--- src/rtl/dest_drain_pkg.sv ---
`default_nettype none
// ============================================================================
// Module   : dest_drain_pkg
// Purpose  : Shared constants and types for the destination drain block.
//            Holds the default port count and lane widths, the per-port
//            read-sequence state encoding and the buffered word layout.
// Revision : 1.0  initial release
// ============================================================================
package dest_drain_pkg;

    localparam int NPORT  = 4;   // destination ports
    localparam int LANE_W = 16;  // addr/data lane width per port
    localparam int DEPTH  = 2;   // entries per port buffer
    localparam int CNT_W  = 16;  // receive counter width

    typedef enum logic [1:0] {
        ST_IDLE = 2'd0,
        ST_REQ  = 2'd1,
        ST_CAP  = 2'd2
    } lane_state_e;

    typedef struct packed {
        logic [LANE_W-1:0] addr;
        logic [LANE_W-1:0] data;
    } word_t;

endpackage
`default_nettype wire

--- src/rtl/dest_drain_if.sv ---
`default_nettype none
// ============================================================================
// Module   : dest_drain_if
// Purpose  : Bundles the switch-side read interface and the merged output
//            stream of the destination drain.
// Ports    : addr_out/data_out/data_rdy  switch lanes into the drain
//            rd_en                       read strobes back to the switch
//            out_valid/out_ready         merged stream handshake
//            out_port/out_addr/out_data  merged stream word
// Modports : master - the drain itself; slave - switch plus downstream sink
// Revision : 1.0  initial release
// ============================================================================
interface dest_drain_if #(
    parameter int NPORT  = dest_drain_pkg::NPORT,
    parameter int LANE_W = dest_drain_pkg::LANE_W
);
    localparam int PORT_W = (NPORT > 1) ? $clog2(NPORT) : 1;

    logic [NPORT*LANE_W-1:0] addr_out;
    logic [NPORT*LANE_W-1:0] data_out;
    logic [NPORT-1:0]        data_rdy;
    logic [NPORT-1:0]        rd_en;
    logic                    out_valid;
    logic                    out_ready;
    logic [PORT_W-1:0]       out_port;
    logic [LANE_W-1:0]       out_addr;
    logic [LANE_W-1:0]       out_data;

    modport master (
        input  addr_out, data_out, data_rdy, out_ready,
        output rd_en, out_valid, out_port, out_addr, out_data
    );

    modport slave (
        output addr_out, data_out, data_rdy, out_ready,
        input  rd_en, out_valid, out_port, out_addr, out_data
    );
endinterface
`default_nettype wire

--- src/rtl/dest_drain_lane.sv ---
`default_nettype none
// ============================================================================
// Module   : drain_lane
// Purpose  : One destination port: IDLE/REQ/CAP read sequencer, FIFO buffer
//            and saturating receive counter.
// Ports    : clk, rst_n       clock, asynchronous active-low reset
//            i_data_rdy       switch has a word pending on this port
//            i_lane           this port's addr/data lane
//            i_pop            arbiter consumes the buffer head
//            i_cnt_clr        synchronous counter clear
//            o_rd_en          registered read strobe
//            o_head           buffer head word
//            o_nonempty       buffer holds at least one word
//            o_rx_cnt         captured-word count
// Revision : 1.0  initial release
// ============================================================================
module drain_lane import dest_drain_pkg::*; #(
    parameter int DEPTH = dest_drain_pkg::DEPTH,
    parameter int CNT_W = dest_drain_pkg::CNT_W
) (
    input  wire logic             clk,
    input  wire logic             rst_n,
    input  wire logic             i_data_rdy,
    input  wire word_t            i_lane,
    input  wire logic             i_pop,
    input  wire logic             i_cnt_clr,
    output logic                  o_rd_en,
    output word_t                 o_head,
    output logic                  o_nonempty,
    output logic [CNT_W-1:0]      o_rx_cnt
);
    localparam int PTR_W = (DEPTH > 1) ? $clog2(DEPTH) : 1;
    localparam int FCW   = $clog2(DEPTH + 1);

    lane_state_e      r_state;
    logic             r_rd_en;
    logic             r_armed;
    word_t            r_mem [DEPTH];
    logic [PTR_W-1:0] r_wr_ptr;
    logic [PTR_W-1:0] r_rd_ptr;
    logic [FCW-1:0]   r_count;
    logic [CNT_W-1:0] r_rx_cnt;
    logic             w_push;

    assign w_push = (r_state == ST_CAP);

    // r_armed holds off the first request until one full edge after reset
    // release. Because only one read is ever outstanding, checking the
    // occupancy in IDLE is enough to guarantee room for the captured word.
    always_ff @(posedge clk or negedge rst_n) begin
        if (!rst_n) begin
            r_state <= ST_IDLE;
            r_rd_en <= 1'b0;
            r_armed <= 1'b0;
        end else begin
            r_armed <= 1'b1;
            r_rd_en <= 1'b0;
            case (r_state)
                ST_IDLE: begin
                    if (r_armed && i_data_rdy && (r_count < FCW'(DEPTH))) begin
                        r_state <= ST_REQ;
                        r_rd_en <= 1'b1;
                    end
                end
                ST_REQ:  r_state <= ST_CAP;
                ST_CAP:  r_state <= ST_IDLE;
                default: r_state <= ST_IDLE;
            endcase
        end
    end

    always_ff @(posedge clk) begin
        if (w_push) begin
            r_mem[r_wr_ptr] <= i_lane;
        end
    end

    always_ff @(posedge clk or negedge rst_n) begin
        if (!rst_n) begin
            r_wr_ptr <= '0;
            r_rd_ptr <= '0;
            r_count  <= '0;
        end else begin
            if (w_push) begin
                r_wr_ptr <= (r_wr_ptr == PTR_W'(DEPTH - 1)) ? '0 : r_wr_ptr + PTR_W'(1);
            end
            if (i_pop) begin
                r_rd_ptr <= (r_rd_ptr == PTR_W'(DEPTH - 1)) ? '0 : r_rd_ptr + PTR_W'(1);
            end
            case ({w_push, i_pop})
                2'b10:   r_count <= r_count + FCW'(1);
                2'b01:   r_count <= r_count - FCW'(1);
                default: r_count <= r_count;
            endcase
        end
    end

    // Clear takes priority over a simultaneous capture.
    always_ff @(posedge clk or negedge rst_n) begin
        if (!rst_n) begin
            r_rx_cnt <= '0;
        end else if (i_cnt_clr) begin
            r_rx_cnt <= '0;
        end else if (w_push && (r_rx_cnt != '1)) begin
            r_rx_cnt <= r_rx_cnt + CNT_W'(1);
        end
    end

    assign o_rd_en    = r_rd_en;
    assign o_head     = r_mem[r_rd_ptr];
    assign o_nonempty = (r_count != '0);
    assign o_rx_cnt   = r_rx_cnt;
endmodule
`default_nettype wire

--- src/rtl/dest_drain.sv ---
`default_nettype none
// ============================================================================
// Module   : dest_drain
// Purpose  : Drains NPORT switch destination ports into one merged stream.
//            Each port runs its own drain_lane; this level arbitrates the
//            buffer heads round-robin and muxes the granted word out.
// Ports    : clk, rst_n   clock, asynchronous active-low reset
//            bus          dest_drain_if master (switch lanes + out stream)
//            cnt_clr      synchronous clear of all receive counters
//            rx_cnt       per-port receive counts, CNT_W per port
// Revision : 1.0  initial release
// ============================================================================
module dest_drain import dest_drain_pkg::*; #(
    parameter int NPORT  = dest_drain_pkg::NPORT,
    parameter int LANE_W = dest_drain_pkg::LANE_W,
    parameter int DEPTH  = dest_drain_pkg::DEPTH,
    parameter int CNT_W  = dest_drain_pkg::CNT_W
) (
    input  wire logic               clk,
    input  wire logic               rst_n,
    dest_drain_if.master            bus,
    input  wire logic               cnt_clr,
    output logic [NPORT*CNT_W-1:0]  rx_cnt
);
    localparam int PORT_W = (NPORT > 1) ? $clog2(NPORT) : 1;

    word_t             w_head [NPORT];
    logic [NPORT-1:0]  w_nonempty;
    logic [NPORT-1:0]  w_rd_en;
    logic [NPORT-1:0]  w_pop;
    logic [PORT_W-1:0] r_ptr;
    logic              r_hold;
    logic [PORT_W-1:0] r_hold_port;
    logic [PORT_W-1:0] w_search;
    logic [PORT_W-1:0] w_idx;
    logic              w_found;
    logic [PORT_W-1:0] w_grant;
    logic              w_valid;
    logic              w_xfer;

    generate
        for (genvar p = 0; p < NPORT; p++) begin : g_lane
            word_t w_lane;
            assign w_lane.addr = bus.addr_out[p*LANE_W +: LANE_W];
            assign w_lane.data = bus.data_out[p*LANE_W +: LANE_W];
            assign w_pop[p]    = w_xfer && (w_grant == PORT_W'(p));

            drain_lane #(
                .DEPTH (DEPTH),
                .CNT_W (CNT_W)
            ) u_lane (
                .clk        (clk),
                .rst_n      (rst_n),
                .i_data_rdy (bus.data_rdy[p]),
                .i_lane     (w_lane),
                .i_pop      (w_pop[p]),
                .i_cnt_clr  (cnt_clr),
                .o_rd_en    (w_rd_en[p]),
                .o_head     (w_head[p]),
                .o_nonempty (w_nonempty[p]),
                .o_rx_cnt   (rx_cnt[p*CNT_W +: CNT_W])
            );
        end
    endgenerate

    // First non-empty port at or after the round-robin pointer.
    always_comb begin
        w_search = '0;
        w_found  = 1'b0;
        w_idx    = '0;
        for (int k = 0; k < NPORT; k++) begin
            w_idx = PORT_W'((int'(r_ptr) + k) % NPORT);
            if (!w_found && w_nonempty[w_idx]) begin
                w_found  = 1'b1;
                w_search = w_idx;
            end
        end
    end

    // A stalled word keeps its grant even if a port ahead of it in the
    // search order fills up meanwhile, so the output never changes under
    // back-pressure.
    assign w_grant = r_hold ? r_hold_port : w_search;
    assign w_valid = |w_nonempty;
    assign w_xfer  = w_valid && bus.out_ready;

    always_ff @(posedge clk or negedge rst_n) begin
        if (!rst_n) begin
            r_ptr       <= '0;
            r_hold      <= 1'b0;
            r_hold_port <= '0;
        end else begin
            r_hold      <= w_valid && !bus.out_ready;
            r_hold_port <= w_grant;
            if (w_xfer) begin
                r_ptr <= (w_grant == PORT_W'(NPORT - 1)) ? '0 : w_grant + PORT_W'(1);
            end
        end
    end

    assign bus.rd_en     = w_rd_en;
    assign bus.out_valid = w_valid;
    assign bus.out_port  = w_valid ? w_grant : '0;
    assign bus.out_addr  = w_valid ? w_head[w_grant].addr : '0;
    assign bus.out_data  = w_valid ? w_head[w_grant].data : '0;
endmodule
`default_nettype wire
--- src/flat_wrapper.sv ---
// flat-port wrapper written by rule: the top's interface ports become plain ports
module dest_drain_flat import dest_drain_pkg::*;
#(
    parameter int NPORT  = dest_drain_pkg::NPORT,
    parameter int LANE_W = dest_drain_pkg::LANE_W,
    parameter int DEPTH  = dest_drain_pkg::DEPTH,
    parameter int CNT_W  = dest_drain_pkg::CNT_W
)
  (clk, rst_n, cnt_clr, rx_cnt, bus_addr_out, bus_data_out, bus_data_rdy, bus_out_ready, bus_rd_en, bus_out_valid, bus_out_port, bus_out_addr, bus_out_data);
  dest_drain_if #(.NPORT(NPORT), .LANE_W(LANE_W)) bus_i ();
  input  wire logic clk;
  input  wire logic rst_n;
  input  wire logic cnt_clr;
  output logic [NPORT*CNT_W-1:0] rx_cnt;
  input wire logic [$bits(bus_i.addr_out)-1:0] bus_addr_out;
  input wire logic [$bits(bus_i.data_out)-1:0] bus_data_out;
  input wire logic [$bits(bus_i.data_rdy)-1:0] bus_data_rdy;
  input wire logic [$bits(bus_i.out_ready)-1:0] bus_out_ready;
  output wire logic [$bits(bus_i.rd_en)-1:0] bus_rd_en;
  output wire logic [$bits(bus_i.out_valid)-1:0] bus_out_valid;
  output wire logic [$bits(bus_i.out_port)-1:0] bus_out_port;
  output wire logic [$bits(bus_i.out_addr)-1:0] bus_out_addr;
  output wire logic [$bits(bus_i.out_data)-1:0] bus_out_data;
  assign bus_i.addr_out = bus_addr_out;
  assign bus_i.data_out = bus_data_out;
  assign bus_i.data_rdy = bus_data_rdy;
  assign bus_i.out_ready = bus_out_ready;
  assign bus_rd_en = bus_i.rd_en;
  assign bus_out_valid = bus_i.out_valid;
  assign bus_out_port = bus_i.out_port;
  assign bus_out_addr = bus_i.out_addr;
  assign bus_out_data = bus_i.out_data;
  dest_drain #(.NPORT(NPORT), .LANE_W(LANE_W), .DEPTH(DEPTH), .CNT_W(CNT_W)) u_core (.clk(clk), .rst_n(rst_n), .bus(bus_i), .cnt_clr(cnt_clr), .rx_cnt(rx_cnt));
endmodule
--- config.mk ---
export PLATFORM = sky130hd
export DESIGN_NAME = dest_drain_flat
export DESIGN_NICKNAME = d
export VERILOG_FILES = /design/src/rtl/dest_drain_pkg.sv /design/src/rtl/dest_drain_if.sv /design/src/rtl/dest_drain_lane.sv /design/src/rtl/dest_drain.sv /design/src/flat_wrapper.sv
export SDC_FILE = /design/constraint.sdc
export NUM_CORES = 1
export LEC_CHECK = 0
export CAP_MARGIN = 20
export CELL_PAD_IN_SITES_DETAIL_PLACEMENT = 1
export CELL_PAD_IN_SITES_GLOBAL_PLACEMENT = 2
export CORE_ASPECT_RATIO = 0.75
export CORE_UTILIZATION = 38
export CTS_BUF_LIST = sky130_fd_sc_hd__clkbuf_8
export DETAILED_ROUTE_END_ITERATION = 6
export MAX_ROUTING_LAYER = met4
export PLACE_DENSITY_LB_ADDON = 0.1
export SLEW_MARGIN = 10
export SYNTH_ARGS = -nofsm -noshare
export SYNTH_HDL_FRONTEND = slang
export SYNTH_SLANG_ARGS = --single-unit
--- constraint.sdc ---
create_clock -name clk -period 2.8 [get_ports clk]
set_input_delay 0.42 -clock clk [delete_from_list [all_inputs] [get_ports clk]]
set_output_delay 0.42 -clock clk [all_outputs]
set_load 0.005 [all_outputs]
==> results.yml <==
run_status:
  outcome: "complete, but fails checks"
  violations: "setup timing"
routing:
  dr.pass1.iters: 5
  wl_per_cell_um: 23.2
  drc: 0
  vias_per_cell: 5.25
  drt_iter0_markers: 629
  routed_wl_um: 51000
  vias: 11600
  postRouteAntennaNets: 0
cts:
  clockBufferDepth: 3
  cts_tree: "yes"
  clock_latency_ps: 640
  numCtsBuffers: 59
  cts.clk_slew.worst_paths_ps: 60
  h-tree-depth: 2
  cts_sinks: 354
  cts-root-buf: "clkbuf_8"
layout:
  syn2layout_area_growth_pct: 36.1
  drive_gt1_share_pct: 24.5
  final_area_sq_um: 21800
  nets: 1741
timing:
  setup_violations: 34
  hold_viol_final: 0
  period_minus_slack_ps: 3460
  fmax_ghz: 0.289
  timing.final.crit_share_pct: 123
  hold-worst-slack_ps: 313
  tightest_slew_ps: 686
  finClkSkew_ps: 35.0
  finalWorstSetupSlack_ps: -655
  relSlewSlack_pct: 53.6
  rsz0062_at_grt: "yes"
  maxSlewViolCount: 0
power:
  ir_drop_mv: 0.484
  p_leak_uw: 0.00828
  cellPowerDensity_nw_per_um2: 993
placed_design:
  place_area_sq_um: 19800
  hpwl_um: 33400
  place.gp.congestion: 0.880
  portBuffers: 238
hold_path:
  hp-class: "input port to register"
global_route:
  track_usage_pct: 23.9
  grt_pass1_wl_um: 75300
  grt_overflow: 0
  antenna_found_initial: 2
  grt_pass1_vias: 12400
  grt_max_degree: 46
critical_path:
  startpoint_type: "register"
  endpoint_kind: "output port"
  cp.arrival_ps: 3040
  crit_required_ps: 2380
  path_class: "register to output port"
  cp_max_fo: 7
logic_synthesis:
  synth_edf_count: 256
  synthArstFlopShare_pct: 27.7
  synthCells: 1243
  synthesis.nets: 1387
  synth_top_cell_area_share_pct: 47.9
  synthTopCellsByArea: "edfxtp_1 (48%), dfrtp_1 (15%), mux2i_1 (8.2%)"
  ys.flop_type: "edfxtp_1"
  syn_area_per_cell_sq_um: 12.9
  ys_seq_area_share_pct: 63.2
  ys_types: 53
  ys_ff_latch: 354
  netlist_area_sq_um: 16000
  synth_top_area_cell: "edfxtp_1"
  yosysWarnings: 0
floorplan:
  rows: 64
  io_pins: 239
  die_area_sq_um: 43000
  start_util_pct: 39.0
  die_h_um: 180
  die_x_um: 239
  core-area_sq_um: 41200
run:
  maxCapViolCount: 0
==> synthesized netlist by cell type, drive strengths merged (2+ instances only) <==
library cell  instances
and4                  6
a31oi                 2
buf                  16
nor3                 17
xnor2                44
nand2b                4
dfrtp                98
o21ai                 7
or3                   5
and2                  4
mux2i               131
nor2b                 8
nand4                22
a21oi                43
or2                   4
ha                    8
nor4                 13
edfxtp              256
and3                  7
o21bai                2
inv                  18
nand3                53
xor2                 32
clkbuf               54
nor3b                 2
o32ai                31
nor2                 90
nand2               152
a21o                  4
o211ai               31
mux2                 66
==> what timing repair did <==
item / in CTS / in global routing
hold buffers: 1 / 0
endpoints found under the hold margin: 40 / 0
pin swaps: 22 / 23
endpoints found under the setup margin: 35 / 37
cloned: 2 / 6
setup buffers: 16 / 14
resized for setup: 241 / 72
==> power by group <==
group          total [uW]  internal, uW  switching, uW
clock network        4070          1960           2100
registers            6510          6210            294
logic               11100          5350           5740
total               21700         13500           8130
==> sequential cells by signal, indices dropped and copies added (netlist names) <==
register and flops:
u_core.r_ptr 2, u_core.g_lane.u_lane.r_rd_ptr 4, u_core.r_hold 1, u_core.g_lane.u_lane.r_mem 256, u_core.g_lane.u_lane.r_armed 1, u_core.g_lane.u_lane.r_wr_ptr 4, u_core.r_hold_port 2, u_core.g_lane.u_lane.o_rx_cnt 64
u_core.g_lane.u_lane.r_state 8, u_core.g_lane.u_lane.r_count 8, u_core.g_lane.u_lane.o_rd_en 4
==> kinds of logic after synthesis <==
family,synth area share [%]
other,0.0234
buffers and inverters,2.36
flip-flops,63.2
multiplexers,12.8
AND/OR/NAND/NOR,11.2
adder cells (fa/ha/maj),0.624
XOR/XNOR,4.15
AO/OA/AOI/OAI,5.59
==> metrics by stage <==
| stage | power, uW | setup TNS, ps | setup slack (ps) | util [%] | cells |
|---|---|---|---|---|---|
| after floorplan | 11000 | 0 | 190 | - | 1243 |
| after global placement | 15300 | -11500 | -412 | 48.1 | 2062 |
| after detailed placement | 15400 | -12690 | -467 | 48.1 | 2062 |
| after CTS | 20600 | -19460 | -643 | 51.9 | 2184 |
| after global routing | 22700 | -23160 | -758 | 53.0 | 2202 |
| final | 21700 | -19610 | -655 | 53.0 | 2202 |
==> final timing paths <==
| check | startpoint | cells after the start | endpoint | slack, ps |
|---|---|---|---|---|
| min reg2reg | u_core.g_lane[2].u_lane.r_state[1] | 1 | u_core.g_lane[2].u_lane.r_state[1] | 480 |
| min | cnt_clr | 2 | u_core.g_lane[3].u_lane.o_rx_cnt[7] | 310 |
| max in group asynchronous | rst_n | 3 | u_core.g_lane[2].u_lane.o_rx_cnt[4] | 1710 |
| min in group asynchronous | rst_n | 2 | u_core.g_lane[0].u_lane.o_rd_en | 370 |
| max | u_core.g_lane[0].u_lane.r_count[1] | 9 | bus_out_data[0] | -660 |
| max reg2reg | u_core.r_ptr[0] | 12 | u_core.g_lane[0].u_lane.r_count[1] | 40 |
==> layout make-up <==
type | count | area, sq um
tap | 561 | 702
fill | 4197 | 19300
timing repair buffer | 363 | 3550
inverter | 18 | 85.1
sequential | 354 | 10100
clock buffer | 60 | 826
multi-input combinational | 801 | 6330
antenna | 2 | 5.00
clock inverter | 43 | 176
==> layer usage <==
| layer | wire length (um) | GRT usage [%] | vias up |
|---|---|---|---|
| met2 | 23800 | 37.7 | 269 |
| met5 | 0 | - | - |
| met4 | 686 | 4.67 | 0 |
| li1 | - | - | 5304 |
| met1 | 23700 | 32.5 | 5921 |
| met3 | 2730 | 4.13 | 63 |
==> worst max-delay path: stages (launching register included) <==
cell      delay (ps)
dfrtp_1          380
or2_1            240
a21o_1           180
a21o_1           220
a221o_4          480
clkinv_8         120
buf_12           140
mux2_1           310
o32ai_1          140
buf_2            180
==> placed cells by master, fill, tap and decap left out, types with 18 or more instances in the layout <==
master             n
xnor2_1           44
nand4_1           22
clkdlybuf4s50_1  201
clkbuf_8          60
xor2_1            32
buf_4             87
buf_2             33
mux2_2            34
inv_1             46
edfxtp_1         256
nand2_1          136
a21oi_2           24
o32ai_2           18
o211ai_1          31
mux2_4            26
nand3_1           52
mux2i_1          130
dfrtp_1           90
buf_12            20
nor2_1            80
No activity file was read; power rests on OpenSTA's default activity.
